[config.mk]
export PLATFORM = sky130hd
export DESIGN_NAME = boron_key_schedule_flat
export DESIGN_NICKNAME = d
export VERILOG_FILES = /design/src/rtl/boron_key_schedule_if.sv /design/src/rtl/boron_key_schedule.sv /design/src/flat_wrapper.sv
export SDC_FILE = /design/constraint.sdc
export NUM_CORES = 1
export LEC_CHECK = 0
export BUFFER_PORTS_ARGS = -buffer_cell sky130_fd_sc_hd__buf_2
export CORE_MARGIN = 5
export CORE_UTILIZATION = 46
export CTS_CLUSTER_DIAMETER = 120
export CTS_CLUSTER_SIZE = 10
export DETAILED_ROUTE_END_ITERATION = 6
export PLACE_DENSITY_LB_ADDON = 0.25
export SYNTH_ARGS = -nofsm -noshare
export SYNTH_HDL_FRONTEND = slang
export SYNTH_SLANG_ARGS = --single-unit
[constraint.sdc]
create_clock -name clk -period 1.9 [get_ports clk]
set_input_delay 0.19 -clock clk [delete_from_list [all_inputs] [get_ports clk]]
set_output_delay 0.19 -clock clk [all_outputs]
set_load 0.01 [all_outputs]
[src/rtl/boron_key_schedule_if.sv]
// Round-key schedule bus between the BORON datapath and its key schedule.
//   start     : load key_in and begin a schedule (honoured only when idle)
//   key_in    : 80-bit master key, sampled on an accepted start
//   advance   : datapath consumed the current round key; step to the next
//   key_round : current 64-bit round key (meaningful while rk_valid)
//   counter   : index of the current round key
//   rk_valid  : key_round/counter valid
//   busy      : schedule in progress
//   done      : one-cycle pulse after the last key is consumed
interface boron_key_schedule_if;
    logic        start;
    logic [79:0] key_in;
    logic        advance;
    logic [63:0] key_round;
    logic [4:0]  counter;
    logic        rk_valid;
    logic        busy;
    logic        done;

    modport slave (
        input  start, key_in, advance,
        output key_round, counter, rk_valid, busy, done
    );

    modport master (
        output start, key_in, advance,
        input  key_round, counter, rk_valid, busy, done
    );
endinterface

[src/rtl/boron_key_schedule.sv]
// BORON key schedule: expands an 80-bit master key into NUM_RK 64-bit round
// keys, stepping one key per accepted advance strobe.
//   clk : system clock, all state on rising edge
//   rst : synchronous, active-high reset
//   bus : boron_key_schedule_if.slave (start/key_in/advance in,
//         key_round/counter/rk_valid/busy/done out)
module boron_key_schedule #(
    parameter int unsigned NUM_RK = 26,
    parameter int unsigned KEY_W  = 80
) (
    input  logic                  clk,
    input  logic                  rst,
    boron_key_schedule_if.slave   bus
);

    typedef enum logic [1:0] {
        IDLE,
        RUN,
        DONE
    } state_t;

    localparam logic [4:0] LAST_IDX = 5'(NUM_RK - 1);

    localparam logic [3:0] SBOX [16] = '{
        4'hE, 4'h4, 4'hB, 4'h1, 4'h7, 4'h9, 4'hC, 4'hA,
        4'hD, 4'h2, 4'h0, 4'hF, 4'h8, 4'h5, 4'h3, 4'h6
    };

    state_t             state_q, state_d;
    logic [KEY_W-1:0]   key_q, key_d;
    logic [4:0]         cnt_q, cnt_d;

    // Rotate left by 13, substitute the low nibble, then mix the round
    // index into bits 63:59.
    function automatic logic [KEY_W-1:0] key_update(
        input logic [KEY_W-1:0] k,
        input logic [4:0]       rc
    );
        logic [KEY_W-1:0] r;
        r          = {k[KEY_W-14:0], k[KEY_W-1:KEY_W-13]};
        r[3:0]     = SBOX[r[3:0]];
        r[63:59]   = r[63:59] ^ rc;
        return r;
    endfunction

    always_ff @(posedge clk) begin
        if (rst) begin
            state_q <= IDLE;
            key_q   <= '0;
            cnt_q   <= '0;
        end else begin
            state_q <= state_d;
            key_q   <= key_d;
            cnt_q   <= cnt_d;
        end
    end

    always_comb begin
        state_d = state_q;
        key_d   = key_q;
        cnt_d   = cnt_q;
        unique case (state_q)
            IDLE: begin
                if (bus.start) begin
                    key_d   = bus.key_in;
                    cnt_d   = '0;
                    state_d = RUN;
                end
            end
            RUN: begin
                if (bus.advance) begin
                    // The last key is consumed without updating, so key_q and
                    // cnt_q still show it while DONE is signalled.
                    if (cnt_q == LAST_IDX) begin
                        state_d = DONE;
                    end else begin
                        key_d = key_update(key_q, cnt_q);
                        cnt_d = cnt_q + 5'd1;
                    end
                end
            end
            DONE: begin
                state_d = IDLE;
            end
            default: begin
                state_d = IDLE;
            end
        endcase
    end

    always_comb begin
        bus.key_round = key_q[63:0];
        bus.counter   = cnt_q;
        bus.rk_valid  = (state_q == RUN);
        bus.busy      = (state_q == RUN);
        bus.done      = (state_q == DONE);
    end

endmodule

[src/flat_wrapper.sv]
// flat-port wrapper written by rule: the top's interface ports become plain ports
module boron_key_schedule_flat 
#(
    parameter int unsigned NUM_RK = 26,
    parameter int unsigned KEY_W  = 80
)
  (clk, rst, bus_start, bus_key_in, bus_advance, bus_key_round, bus_counter, bus_rk_valid, bus_busy, bus_done);
  boron_key_schedule_if bus_i ();
  input  logic clk;
  input  logic rst;
  input wire logic [$bits(bus_i.start)-1:0] bus_start;
  input wire logic [$bits(bus_i.key_in)-1:0] bus_key_in;
  input wire logic [$bits(bus_i.advance)-1:0] bus_advance;
  output wire logic [$bits(bus_i.key_round)-1:0] bus_key_round;
  output wire logic [$bits(bus_i.counter)-1:0] bus_counter;
  output wire logic [$bits(bus_i.rk_valid)-1:0] bus_rk_valid;
  output wire logic [$bits(bus_i.busy)-1:0] bus_busy;
  output wire logic [$bits(bus_i.done)-1:0] bus_done;
  assign bus_i.start = bus_start;
  assign bus_i.key_in = bus_key_in;
  assign bus_i.advance = bus_advance;
  assign bus_key_round = bus_i.key_round;
  assign bus_counter = bus_i.counter;
  assign bus_rk_valid = bus_i.rk_valid;
  assign bus_busy = bus_i.busy;
  assign bus_done = bus_i.done;
  boron_key_schedule #(.NUM_RK(NUM_RK), .KEY_W(KEY_W)) u_core (.clk(clk), .rst(rst), .bus(bus_i));
endmodule
[Yosys cells after proc, flatten, opt, wreduce, memory -nomap -nowiden]
Memory sizes are Yosys's and may differ from the RTL's.
Index checks and enable logic that the tools add are counted.
W data, S select, Z words.
Cells by class
  add/subtract/negate cells: 1
  $lt $le $gt $ge: 1
  equality and inequality tests: 7
  mux-type cells: 14
  bitwise operators: 2
  reductions and logical operators: 4
Operator list (number)
  $mux W80: 3
  $pmux W80 S2: 1
  $mux W5: 3
  $pmux W5 S2: 1
  $mux W4: 2
  $mux W2: 3
  $ne A2 B2 Y1 const B: 3
  $add A5 B1 Y5 const B: 1
  $eq A5 B5 Y1 const B: 1
  $ge A5 B5 Y1 const B: 1
  $not A4 Y5: 1
  $xor A5 B5 Y5: 1
  $pmux W2 S2: 1
  $reduce_and A4 Y1: 1
  $reduce_and A3 Y1: 1
  $eq A2 B1 Y1 const B: 1
  $eq A2 B2 Y1 const B: 1
  $logic_not A2 Y1: 1
  $ne A2 B1 Y1 const B: 1
  $reduce_bool A2 Y1: 1
Storage, ports and cells
  register bits after elaboration: 87
  ROM bits: 64
  input port bits: 84
  output and inout port bits: 72
  memories kept: 1
Memories
  (no name shown): depth 16, width 4, read ports 1, clocked after Yosys merged registers in 0, write ports 0, line boron_key_schedule.sv:41  | r[3:0] = SBOX[r[3:0]];

[Depth between registers and ports, before layout]
  depth in word-level cells: 7
  gate-level depth with buffers: 9

[Least setup slack after synthesis]
Ideal clock, no wire load.
  path kind: register -> register
  start point: register u_core.cnt_q[1] (netlist: u_core.bus.counter[1])
  end point: register u_core.key_q[64]
  data arrival time: 1.855 ns
  data required time: 1.761 ns
  setup slack: -0.094 ns
  cell stages (with the launch flop): 8
  buffers on the path: 2
  clock period less this slack: 1.994 ns
  cell sequence: dfxtp_1 -> inv_1 -> ha_1 -> and4b_4 -> a211oi_4 -> buf_6 -> buf_4 -> a311oi_2
Between the ends
  word-level cells in the longest chain between the ends: 3
Ends and longest elaborated chain
  start, declared: line boron_key_schedule.sv:31  | logic [4:0] cnt_q, cnt_d;
  start signal, assigned: line boron_key_schedule.sv:54  | cnt_q <= cnt_d;
  $eq A5 B5 Y1: line boron_key_schedule.sv:74  | if (cnt_q == LAST_IDX) begin
  $ne A2 B2 Y1 (no line)
  $reduce_and A4 Y1 (no line)
  end signal, assigned: line boron_key_schedule.sv:53  | key_q <= key_d;
  end, declared: line boron_key_schedule.sv:30  | logic [KEY_W-1:0] key_q, key_d;
No other way between the ends.
A chain may end at the register's enable or synchronous reset.

[Final worst setup path]
  start point: register u_core.key_q[67]
  end point: register u_core.key_q[3]
Between the ends
  word-level cells in the longest chain between the ends: 7
Ends and longest elaborated chain
  $not A4 Y5 (implied by the code): line boron_key_schedule.sv:41
  $mem_v2 Z16 W4
  $mux W4 (implied by the code) (2 in series): line boron_key_schedule.sv:41
  $mux W80: line boron_key_schedule.sv:74
  $mux W80: line boron_key_schedule.sv:71  | if (bus.advance) begin
  $pmux W80 S2: line boron_key_schedule.sv:62  | unique case (state_q)
No other way between the ends. The select of a mux whose other input is x is not followed.

==> results.cfg <==
[synth]
synth_top_area_share = 0.371
synth-seq-cells = 87
netlist_top_cells_area = dfxtp_1 (37%), nand2_1 (13%), buf_4 (12%)
synth_nets = 672
synth-xor-area-share = 0.0112
ys_seq_area_frac = 0.371
ys.warnings.count = 0
synthMuxAreaShare = 0.00213
synth.distinct_cells = 37
syn_area_mm2 = 0.00469
synthSimpleGateAreaFrac = 0.223
synth_adder_area_share = 0.0107
avgSynthCellArea_um2 = 8.04
yosys.area.top_type = dfxtp_1
synthCells = 584
synth_compound_area_frac = 0.211
synth_top_family_by_area = simple AND/OR/NAND/NOR gates

[finish]
layout_commonest_cell = nand2_1
final_cell_mix = nand2_1 (157), buf_2 (154), dfxtp_1 (86)
drive_gt1_frac = 0.338
layout.nets = 748
layout.cells.non_filler = 798
num_antenna_cells = 0
postLayoutCoreUtil = 0.541
syn_to_final_growth_pct = 13.7

[floorplan]
rows = 36
fp.dieArea_mm2 = 0.0123
die_h_um = 111
core_mm2 = 0.00986
io_pins = 156
dieWidth_um = 111
initial_core_util = 0.476

[routing]
drt_wl_total_mm = 13.4
vias = 4289
first_iter_violations = 357
antenna_left = 0
dr.pass1.iters = 5
wire_per_inst_um = 16.7
drc = 0
viasPerCell = 5.37

[sta]
setup-violations-final = 0
hold_viol = 0
relSlewSlack = 0.522
max_freq_mhz = 553
rsz0062_at_grt = yes
finalMaxSlewViolations = 0
fin_crit_ns = 1.81
tightest_slew_ns = 0.717
fin_skew_ns = 0.0124
finalCritPeriodShare = 0.953

[cts]
cts_buffer_depth = 2
cts_root_buf = clkbuf_8
ctsHoldBuffers = 0
cts_tree = yes
clkTransAtPathRegs_ns = 0.10
cts_sinks = 87
numCtsBuffers = 9
clk_latency_ns = 0.36
htreeDepth = 3

[place]
dp.cells = 778
place_congestion = 0.827
dpl.hpwl_mm = 9.81
portBuffers = 155

[global_route]
grt_pass1_vias = 4086
grt_max_degree = 61
grt_pass1_wl_mm = 20.5
gr-total-overflow = 0
grtUsageTotal = 0.202
antenna_found_initial = 0

[power]
p_int_mw = 2.98
switching_share = 0.334
power.density_mw_per_mm2 = 837
power.leakage_nw = 2.34
p_clk_frac = 0.281
power_switching_mw = 1.49
p_seq_frac = 0.485
p_comb_frac = 0.235
ir_worst_vdd_mv = 0.447

[setup_path]
r2r_slack_ns = 0.09
crit_family = compound AO/OA/AOI/OAI gates
critical_path_depth = 6
crit_path_top_delay_cell = dfxtp_1
startpoint_type = flip-flop
rr_worst_depth = 6
path_cells = inv_1 > ha_1 > and2_1 > a2111oi_2 > a21oi_1 > a311oi_2
slowest_delay_ns = 0.43
cp.required_ns = 2.18
path_class = reg2reg
crit_path_end_kind = flip-flop
crit_arrival_ns = 2.09
cp_max_fo = 4
cp_num_buf_inv = 1

[flow_run]
cap_violations = 0

[status]
status = complete, no violations

[hold_path]
whs_path_depth = 3
hp-class = in2reg
routing by layer:
metal  GRT usage  up-vias  part of all wire
li1            -     2099                 -
met1       0.273     2027              0.45
met2       0.324      148              0.47
met3      0.0420       15             0.066
met4      0.0624        0             0.014
met5           0        -                 0
power groups by stage:
stage / combinational (mW) / clock (mW) / sequential [mW]
finish: 1.05 / 1.25 / 2.17
CTS: 1.03 / 1.27 / 2.16
detailed placement: 1.03 / 0 / 2.20
global route: 1.16 / 1.34 / 2.19
global placement: 1.01 / 0 / 2.20
floorplan: 0.873 / 0 / 2.13
worst paths after layout:
path	startpoint	to
worst max-delay path	u_core.key_q[67]	u_core.key_q[3]
worst min-delay path	bus_key_in[52]	u_core.key_q[52]
worst max register to register	u_core.key_q[67]	u_core.key_q[3]
worst min register to register	u_core.key_q[63]	u_core.key_q[63]
synth_stat cells (all sizes together):
| cell | number |
|---|---|
| a2111oi | 1 |
| a211o | 1 |
| a211oi | 1 |
| a21oi | 13 |
| a311oi | 73 |
| and2 | 3 |
| and4b | 1 |
| buf | 88 |
| clkbuf | 25 |
| dfxtp | 87 |
| ha | 4 |
| inv | 5 |
| mux2i | 1 |
| nand2 | 157 |
| nand2b | 2 |
| nand3 | 3 |
| nand3b | 3 |
| nand4b | 1 |
| nor2 | 82 |
| nor2b | 2 |
| nor3 | 4 |
| nor4 | 1 |
| o211ai | 5 |
| o21a | 1 |
| o21ai | 8 |
| o31ai | 1 |
| o41ai | 2 |
| or2 | 1 |
| or3 | 2 |
| xnor2 | 5 |
| xor2 | 1 |
timing repair:
item | CTS | global route
buffers inserted | 0 | 3
setup endpoints to repair | 0 | 30
hold endpoints to repair | 0 | 0
resized for setup | 0 | 4
tightest hold or removal path: stages:
cell and delay, ns:
buf_2 0.09, nand2_1 0.04, a311oi_1 0.08
logic make-up (layout without fill, tap and decap cells):
logic type | after synthesis | count (layout)
fa+ha+maj | 4 | 4
simple gates | 262 | 262
compound gates | 106 | 106
mux | 1 | 1
flops | 87 | 87
xor+xnor | 6 | 6
buf+inv | 118 | 199
final cells by class:
class	count	area, um^2
Fill cell	958	4530
Clock buffer	10	138
Clock inverter	6	50.0
Tap cell	133	166
Timing Repair Buffer	178	1060
Inverter	5	18.8
Multi-Input combinational cell	379	2170
Sequential cell	87	1740
state kept, by name (all words and copies together) (netlist names):
signal and flops:
u_core.state_q 2, u_core.key_q 80, u_core.bus.counter 5
metrics by stage:
step | power (mW) | setup slack [ns] | hold WS (ns) | setup TNS (ns) | instance area [um^2]
finish | 4.47 | 0.0902 | 0.0808 | 0 | 5340
detailed placement | 3.23 | 0.0568 | 0.465 | 0 | 5090
global placement | 3.21 | 0.137 | 0.460 | 0 | 5090
global route | 4.69 | -0.0423 | 0.0794 | -0.0563 | 5340
CTS | 4.47 | 0.0369 | 0.0726 | 0 | 5280
floorplan | 3.01 | 0.00537 | 0.352 | 0 | 4690
No activity file was read; power rests on OpenSTA's default activity.
